`src/rtl/opal_lane_tx.sv`:
```
// Parallel-lane serial transmitter toward OPAL-RT: shifts one word per lane MSB-first
// and drives {serial clock, frame enable, lanes} on a single output bus.
module opal_lane_tx #(
  parameter int QTD_VARIABLES_SEND = 14,
  parameter int OPAL_OUTPUT_WIDTH  = 16,
  parameter int CLK_DIV            = 4,
  parameter int GAP_BITS           = 2
) (
  input  logic                                          clk,
  input  logic                                          rst_n,
  input  logic [QTD_VARIABLES_SEND*OPAL_OUTPUT_WIDTH-1:0] i_data,
  input  logic                                          i_valid,
  output logic                                          o_ready,
  output logic [QTD_VARIABLES_SEND+1:0]                 o_data_tx,
  output logic                                          o_busy,
  output logic                                          o_frame_done,
  output logic [3:0]                                    state_watch
);

  localparam int Q       = QTD_VARIABLES_SEND;
  localparam int W       = OPAL_OUTPUT_WIDTH;
  localparam int GAP_LEN = GAP_BITS * 2 * CLK_DIV;
  localparam int BIT_CW  = $clog2(W + 1);
  localparam int DIV_CW  = (CLK_DIV > 1) ? $clog2(CLK_DIV) : 1;
  localparam int GAP_CW  = $clog2(GAP_LEN + 1);

  typedef enum logic [3:0] {
    IDLE = 4'd0,
    SEND = 4'd1,
    GAP  = 4'd2
  } state_t;

  state_t              state_reg, state_next;
  logic [DIV_CW-1:0]   div_reg, div_next;
  logic [BIT_CW-1:0]   bit_reg, bit_next;
  logic [GAP_CW-1:0]   gap_reg, gap_next;
  logic                sclk_reg, sclk_next;
  logic                enable_reg;
  logic                busy_reg;
  logic                frame_done_reg, frame_done_next;
  logic                load, shift, clear;
  logic                div_tc;
  logic [Q-1:0]        lanes;
  logic [W-1:0]        shift_reg [Q];

  assign div_tc = (div_reg == DIV_CW'(CLK_DIV - 1));

  always_comb begin
    state_next      = state_reg;
    div_next        = div_reg;
    bit_next        = bit_reg;
    gap_next        = gap_reg;
    sclk_next       = sclk_reg;
    frame_done_next = 1'b0;
    load            = 1'b0;
    shift           = 1'b0;
    clear           = 1'b0;
    case (state_reg)
      IDLE: begin
        sclk_next = 1'b0;
        div_next  = '0;
        bit_next  = '0;
        gap_next  = '0;
        if (i_valid) begin
          state_next = SEND;
          load       = 1'b1;
        end
      end
      SEND: begin
        if (div_tc) begin
          div_next  = '0;
          sclk_next = ~sclk_reg;
          // falling edge: lanes advance together with the clock
          if (sclk_reg) begin
            shift = 1'b1;
            if (bit_reg == BIT_CW'(W - 1)) begin
              state_next = GAP;
              bit_next   = '0;
              gap_next   = '0;
              clear      = 1'b1;
            end else begin
              bit_next = bit_reg + 1'b1;
            end
          end
        end else begin
          div_next = div_reg + 1'b1;
        end
      end
      GAP: begin
        if (div_tc) begin
          div_next  = '0;
          sclk_next = ~sclk_reg;
        end else begin
          div_next = div_reg + 1'b1;
        end
        if (gap_reg == GAP_CW'(GAP_LEN - 1)) begin
          state_next      = IDLE;
          sclk_next       = 1'b0;
          div_next        = '0;
          gap_next        = '0;
          frame_done_next = 1'b1;
        end else begin
          gap_next = gap_reg + 1'b1;
        end
      end
      default: begin
        state_next = IDLE;
        sclk_next  = 1'b0;
        clear      = 1'b1;
      end
    endcase
  end

  always_ff @(posedge clk or negedge rst_n) begin
    if (!rst_n) begin
      state_reg      <= IDLE;
      div_reg        <= '0;
      bit_reg        <= '0;
      gap_reg        <= '0;
      sclk_reg       <= 1'b0;
      enable_reg     <= 1'b0;
      busy_reg       <= 1'b0;
      frame_done_reg <= 1'b0;
    end else begin
      state_reg      <= state_next;
      div_reg        <= div_next;
      bit_reg        <= bit_next;
      gap_reg        <= gap_next;
      sclk_reg       <= sclk_next;
      enable_reg     <= (state_next == SEND);
      busy_reg       <= (state_next != IDLE);
      frame_done_reg <= frame_done_next;
    end
  end

  generate
    for (genvar gi = 0; gi < Q; gi++) begin : g_lane
      always_ff @(posedge clk or negedge rst_n) begin
        if (!rst_n) begin
          shift_reg[gi] <= '0;
        end else if (load) begin
          shift_reg[gi] <= i_data[gi*W +: W];
        end else if (clear) begin
          shift_reg[gi] <= '0;
        end else if (shift) begin
          shift_reg[gi] <= shift_reg[gi] << 1;
        end
      end
      assign lanes[gi] = shift_reg[gi][W-1];
    end
  endgenerate

  assign o_ready      = (state_reg == IDLE) && rst_n;
  assign o_data_tx    = {sclk_reg, enable_reg, lanes};
  assign o_busy       = busy_reg;
  assign o_frame_done = frame_done_reg;
  assign state_watch  = state_reg;

endmodule

```
`config.mk`:
```
export PLATFORM = sky130hd
export DESIGN_NAME = opal_lane_tx
export DESIGN_NICKNAME = d
export VERILOG_FILES = /design/src/rtl/opal_lane_tx.sv
export SDC_FILE = /design/constraint.sdc
export NUM_CORES = 1
export LEC_CHECK = 0
export CORE_MARGIN = 5
export CORE_UTILIZATION = 37
export CTS_CLUSTER_DIAMETER = 50
export DETAILED_ROUTE_END_ITERATION = 10
export SYNTH_ARGS = -nofsm -noshare
export SYNTH_HDL_FRONTEND = slang
export SYNTH_SLANG_ARGS = --single-unit
```
`constraint.sdc`:
```
create_clock -name clk -period 3 [get_ports clk]
set_clock_uncertainty 0.2 [all_clocks]
set_input_delay 0.6 -clock clk [delete_from_list [all_inputs] [get_ports clk]]
set_output_delay 0.6 -clock clk [all_outputs]
set_load 0.005 [all_outputs]
```
Yosys cells after proc, flatten, opt, wreduce, memory -nomap -nowiden
Cells that the tools add are included.
Word-level totals
  register bits after elaboration: 244
  bits of input ports: 227
  output and inout bits: 23
  word-level logic and storage cells: 118
Cells by class
  add/subtract/negate cells: 3
  eq/ne operators: 9
  mux-type cells: 74
  bitwise gates (word level): 1
  reduce and logical (&&, ||, !) cells: 9
Operator list (count)
  2-to-1 mux 16 bit: 42
  2-to-1 mux 5 bit: 7
  2-to-1 mux 4 bit: 5
  one-hot mux 5 bit (3 select lines): 1
  2-to-1 mux 1 bit: 12
  one-hot mux 4 bit (3 select lines): 1
  adder 5 x 1 -> 5 bit, second input constant: 2
  equality test 5 x 4 -> 1 bit, second input constant: 2
  one-hot mux 5 bit (2 select lines): 1
  equality test 4 x 1 -> 1 bit, second input constant: 2
  != test 2 bit, second input constant: 3
  one-hot mux 2 bit (3 select lines): 1
  nonzero test 3 bit: 2
  equality test 4 x 2 -> 1 bit, second input constant: 1
  zero test 4 bit: 1
  2-to-1 mux 2 bit: 2
  one-hot mux 1 bit (2 select lines): 2
  AND reduction 4 bit: 1
  nonzero test 4 bit: 1
  AND reduction 3 bit: 1
  adder 2 x 1 -> 2 bit, second input constant: 1
  equality test 2 bit, second input constant: 1
  nonzero test 2 bit: 1
  OR reduction 2 bit: 1
  2 further kinds: 2

Logic depth before layout (Yosys ltp)
Gate-level depths: netlist (run 1).
  word-level depth: 7
  mapped depth: 8
  mapped depth without buffers: 5

Least setup slack after synthesis (run 1)
Ideal clock, no wire load.
  path type: register to register
  from: reg state_reg[1] (netlist: state_watch[1])
  to: reg shift_reg[137] (netlist bit)
  library setup time: 0.141 ns
  data arrival time: 2.044 ns
  required time: 2.659 ns
  path slack: 0.614 ns
  stages on the path, launching flop included: 9
  buffers on the path: 4
  period minus slack after synthesis: 2.386 ns
  cells stage by stage: dfrtp_1 buf_2 or4b_1 buf_2 a311o_1 o21ai_2 buf_4 buf_4 a32oi_1
Between the ends
  longest elaborated chain between the ends: 5
  elaborated cells between the ends (all ways): 10
  classes of those cells: eq/ne: 2; mux: 5; reduce/logical: 3
Ends and longest elaborated chain
  start, declared: RTL line 33  | state_t state_reg, state_next;
  start signal, assigned: RTL line 125  | state_reg <= state_next;
  equality test 4 x 2 -> 1 bit / zero test 4 bit (equally long branches): RTL line 58  | case (state_reg)
  OR reduction 2 bit (no source line)
  one-hot mux 1 bit (2 select lines): RTL line 58
  2-to-1 mux 16 bit: RTL line 143  | end else if (clear) begin
  2-to-1 mux 16 bit: RTL line 141  | end else if (load) begin
  end signal, assigned by index: RTL line 142  | shift_reg[gi] <= i_data[gi*W +: W];
  end signal, assigned by index: RTL line 146  | shift_reg[gi] <= shift_reg[gi] << 1;
  end, declared: RTL line 44  | logic [W-1:0] shift_reg [Q];
Several ways; a longest one is shown, not always the timed one.
A chain may end at the register's enable or synchronous reset.

Worst setup path after layout (run 1)
  from: reg state_reg[2] (netlist: state_watch[2])
  to: out o_ready
Between the ends
  longest elaborated chain between the ends: 2
Ends and longest elaborated chain
  zero test 4 bit: RTL line 153  | assign o_ready = (state_reg == IDLE) && rst_n;
  logical AND 1 bit: RTL line 153
  end, declared: RTL line 13  | output logic o_ready,
No other way between the ends.

==> impl_metrics.json, run 1 <==
{
  "synthDistinctLibCells": 36,
  "power_per_cell_area_nw_per_um2": 543,
  "vdd_drop_max_uv": 385,
  "grt_busiest_layer": "met2",
  "drv.max_cap_violation_count": 0,
  "track_usage_pct": 18.4,
  "gr-usage-met3_pct": 2.80,
  "vias": 10228,
  "timing.hold.ws_ns": -0.0255,
  "timing.final.crit_share_pct": 95.5,
  "worst_r2r_start": "state_watch[2]",
  "reg2reg_slack_ns": 0.50,
  "core.rowCount": 65,
  "cts.sinks": 244,
  "slew-limit-headroom_pct": 48.7,
  "grt_pass1_vias": 10208,
  "detail_route.vias_per_cell": 5.32,
  "outcome": "complete, but fails checks",
  "syn-mean-instance-area_um2": 9.05,
  "critPathRequiredTime_ns": 2.20,
  "detailed_placement_hpwl_um": 21500,
  "post_dp_cell_area_um2": 14700,
  "yosysWarnings": 0,
  "dieArea_um2": 35900,
  "power_leakage_uw": 0.00624,
  "drt_wl_total_um": 34200,
  "clock_latency_ns": 0.54,
  "largest_register_ffs": 210,
  "setup_total_negative_slack_ns": 0,
  "synth_seq_cells": 244,
  "final-max-slew-violation-count": 0,
  "share_comb_of_total_power_pct": 13.0,
  "cts_repair_resize_count": 0,
  "core_area_um2": 31600,
  "layout-area-overhead-vs-synth_pct": 32.3,
  "grt_first_pass_wirelength_um": 55700,
  "pwr-share-seq_pct": 43.3,
  "postSynthCellCount": 1316,
  "nets": 1727,
  "io_pins": 250,
  "timing.critical_path.arrival_ns": 2.06,
  "start_util_pct": 37.6,
  "total_switching_power_uw": 2150,
  "antenna_found_initial": 3,
  "globalRoute.totalOverflow": 0,
  "detail_route.drc_violations": 0,
  "worst_slew_pin_slew_ns": 0.770,
  "post_drt_wl_per_cell_um": 17.8,
  "root_buffer": "sky130_fd_sc_hd__clkbuf_16",
  "placement.io_buffers": 249,
  "ys_seq_area_share_pct": 51.3,
  "critPathLaunchType": "flop",
  "holdBufCountCts": 0,
  "hold_viol": 8,
  "cts_made_buffers": 31,
  "clock_tree.htree_level_count": 1,
  "unrepaired_setup_endpoints_after_global_routing": "no",
  "grt_max_degree": 140,
  "clockBufferDepth": 3,
  "maximum_frequency_from_static_timing_analysis_mhz": 349,
  "globalplace.congestion": 0.742,
  "startpoint_to_endpoint_class_of_the_critical_path": "flop to output port",
  "groute.layer.met2.usage_pct": 28.1,
  "globalRouteMet1Util_pct": 27.4,
  "fin_crit_ns": 2.86,
  "violations_in_the_final_reports": "negative hold slack",
  "clock_pin_slew_reported_for_the_worst_setup_and_hold_paths_after_clock_tree_synthesis_ns": 0.06,
  "tritoncts": "yes",
  "chipWidth_um": 189,
  "dieHeight_um": 189,
  "cts_post_setup_buffers_inserted": 0,
  "final_layout_size_suffix_gt1_share_pct": 6.06,
  "first_pass_iters": 5,
  "switching_share_pct": 25.1,
  "worst-path-max-fanout": 6,
  "layout.cell_area.non_filler_um2": 15800,
  "first_iter_violations": 756,
  "final_antenna_net_count": 0,
  "mappedNetlistArea_um2": 11900,
  "clock_power_share_pct": 43.8,
  "setup.worst_path.end_class": "output port",
  "power_report.internal_total_uw": 6410,
  "hold_path_class": "input pin to asynchronous set/reset pin",
  "critical_path.startpoint": "state_watch[2]",
  "report.final.setup_viol": 0
}
power groups by stage:
| stage | Clock (µW) | Sequential [µW] | Combinational, µW |
|---|---|---|---|
| floorplan | 0 | 3720 | 563 |
| global placement | 0 | 3750 | 1110 |
| detailed placement | 0 | 3760 | 1120 |
| CTS | 3840 | 3700 | 1130 |
| global route | 3970 | 3740 | 1240 |
| finish | 3750 | 3700 | 1110 |
layout by cell type (no fill, tap or decap), types with 6 or more instances in the layout:
cell / count
sky130_fd_sc_hd__dfrtp_1: 244
sky130_fd_sc_hd__nand2_1: 218
sky130_fd_sc_hd__buf_12: 16
sky130_fd_sc_hd__inv_1: 212
sky130_fd_sc_hd__clkbuf_16: 31
sky130_fd_sc_hd__buf_4: 19
sky130_fd_sc_hd__a22o_1: 15
sky130_fd_sc_hd__clkdlybuf4s50_1: 248
sky130_fd_sc_hd__nand3_1: 6
sky130_fd_sc_hd__a32oi_1: 210
sky130_fd_sc_hd__clkbuf_1: 8
sky130_fd_sc_hd__o21ai_0: 218
sky130_fd_sc_hd__clkinvlp_4: 6
metal layers:
layer	up-vias	wire (µm)
met1	4962	16100
met3	46	1750
met2	262	15500
met4	0	877
met5	-	0
li1	4958	-
cells by family after synthesis:
kind of cell             synth area share [%]
AO/OA/AOI/OAI                            27.0
adder cells (fa/ha/maj)                 0.420
buffers and inverters                    12.6
AND/OR/NAND/NOR                          8.69
flip-flops                               51.3
other                                  0.0315
metrics by stage:
stage	instances	power, µW	hold slack, ns	worst slack (ns)	util (%)
floorplan	1317	4280	0.104	0.614	-
global placement	1865	4860	0.269	0.375	46.5
detailed placement	1865	4870	0.271	0.313	46.5
CTS	1921	8660	0.0234	0.0201	49.8
global route	1924	8950	0.0552	0.0175	49.8
finish	1924	8560	-0.0255	0.135	49.8
final timing paths:
path	depth (start not counted)	endpoint
worst min-delay path	2	shift_reg[121]
worst max-delay path	4	o_ready
max in group asynchronous	3	o_data_tx[4]
worst max register to register	5	shift_reg[42]
worst min register to register	1	gap_reg[4]
min in group clk	1	gap_reg[4]
cell usage after synthesis:
cell,n,area (µm²)
sky130_fd_sc_hd__nor4_1,3,18.8
sky130_fd_sc_hd__a211oi_1,1,7.51
sky130_fd_sc_hd__a22oi_1,1,7.51
sky130_fd_sc_hd__o21ai_0,218,1090
sky130_fd_sc_hd__or2_1,1,6.26
sky130_fd_sc_hd__ha_1,4,50.1
sky130_fd_sc_hd__nand2_1,219,822
sky130_fd_sc_hd__a311o_1,1,10.0
sky130_fd_sc_hd__nor3_1,5,25.0
sky130_fd_sc_hd__nand3_1,6,30.0
sky130_fd_sc_hd__buf_2,19,95.1
sky130_fd_sc_hd__inv_1,212,796
sky130_fd_sc_hd__and3_1,1,6.26
sky130_fd_sc_hd__buf_4,44,330
sky130_fd_sc_hd__clkbuf_1,75,282
sky130_fd_sc_hd__and2_1,1,6.26
sky130_fd_sc_hd__conb_1,1,3.75
sky130_fd_sc_hd__nand2b_1,4,25.0
sky130_fd_sc_hd__a32o_1,1,10.0
sky130_fd_sc_hd__a221o_1,1,10.0
sky130_fd_sc_hd__nand4b_1,2,17.5
sky130_fd_sc_hd__nor2_1,6,22.5
sky130_fd_sc_hd__a211o_1,4,35.0
sky130_fd_sc_hd__and4b_1,1,10.0
sky130_fd_sc_hd__o21ai_2,1,8.76
sky130_fd_sc_hd__or4b_1,1,10.0
sky130_fd_sc_hd__nor3b_1,2,15.0
sky130_fd_sc_hd__nor2b_1,2,12.5
sky130_fd_sc_hd__a22o_1,15,131
sky130_fd_sc_hd__dfrtp_1,244,6110
sky130_fd_sc_hd__a32oi_1,210,1840
sky130_fd_sc_hd__a21boi_0,1,7.51
sky130_fd_sc_hd__a21oi_1,2,10.0
sky130_fd_sc_hd__nand3b_1,1,7.51
sky130_fd_sc_hd__o31ai_1,2,15.0
sky130_fd_sc_hd__a21o_1,4,30.0
critical path: stages, from the launching register on:
cell                              delay [ns]
sky130_fd_sc_hd__dfrtp_1                0.48
sky130_fd_sc_hd__nor2_2                 0.19
sky130_fd_sc_hd__nand2_2                0.13
sky130_fd_sc_hd__nor3b_1                0.21
sky130_fd_sc_hd__clkdlybuf4s50_1        0.53
layout make-up:
class / instances / area, µm²
multi-input cells: 723 / 4350
well taps: 402 / 503
repair buffers: 284 / 2960
flip-flops and latches: 244 / 6110
clock inverters: 16 / 214
diodes: 3 / 7.51
inverters: 212 / 796
clock buffers: 40 / 820
fillers: 2916 / 15900
Note: power is estimated with default switching activity, not from simulation.
==> inputs of run 2 (changes only) <==
--- a/config.mk
+++ b/config.mk
@@ -9,6 +9,7 @@
 export CORE_UTILIZATION = 37
 export CTS_CLUSTER_DIAMETER = 50
 export DETAILED_ROUTE_END_ITERATION = 10
+export SKIP_LAST_GASP = 1
 export SYNTH_ARGS = -nofsm -noshare
 export SYNTH_HDL_FRONTEND = slang
 export SYNTH_SLANG_ARGS = --single-unit
==> results of run 2 <==
The final DEF is identical to that of run 1; final timing and power are the same.
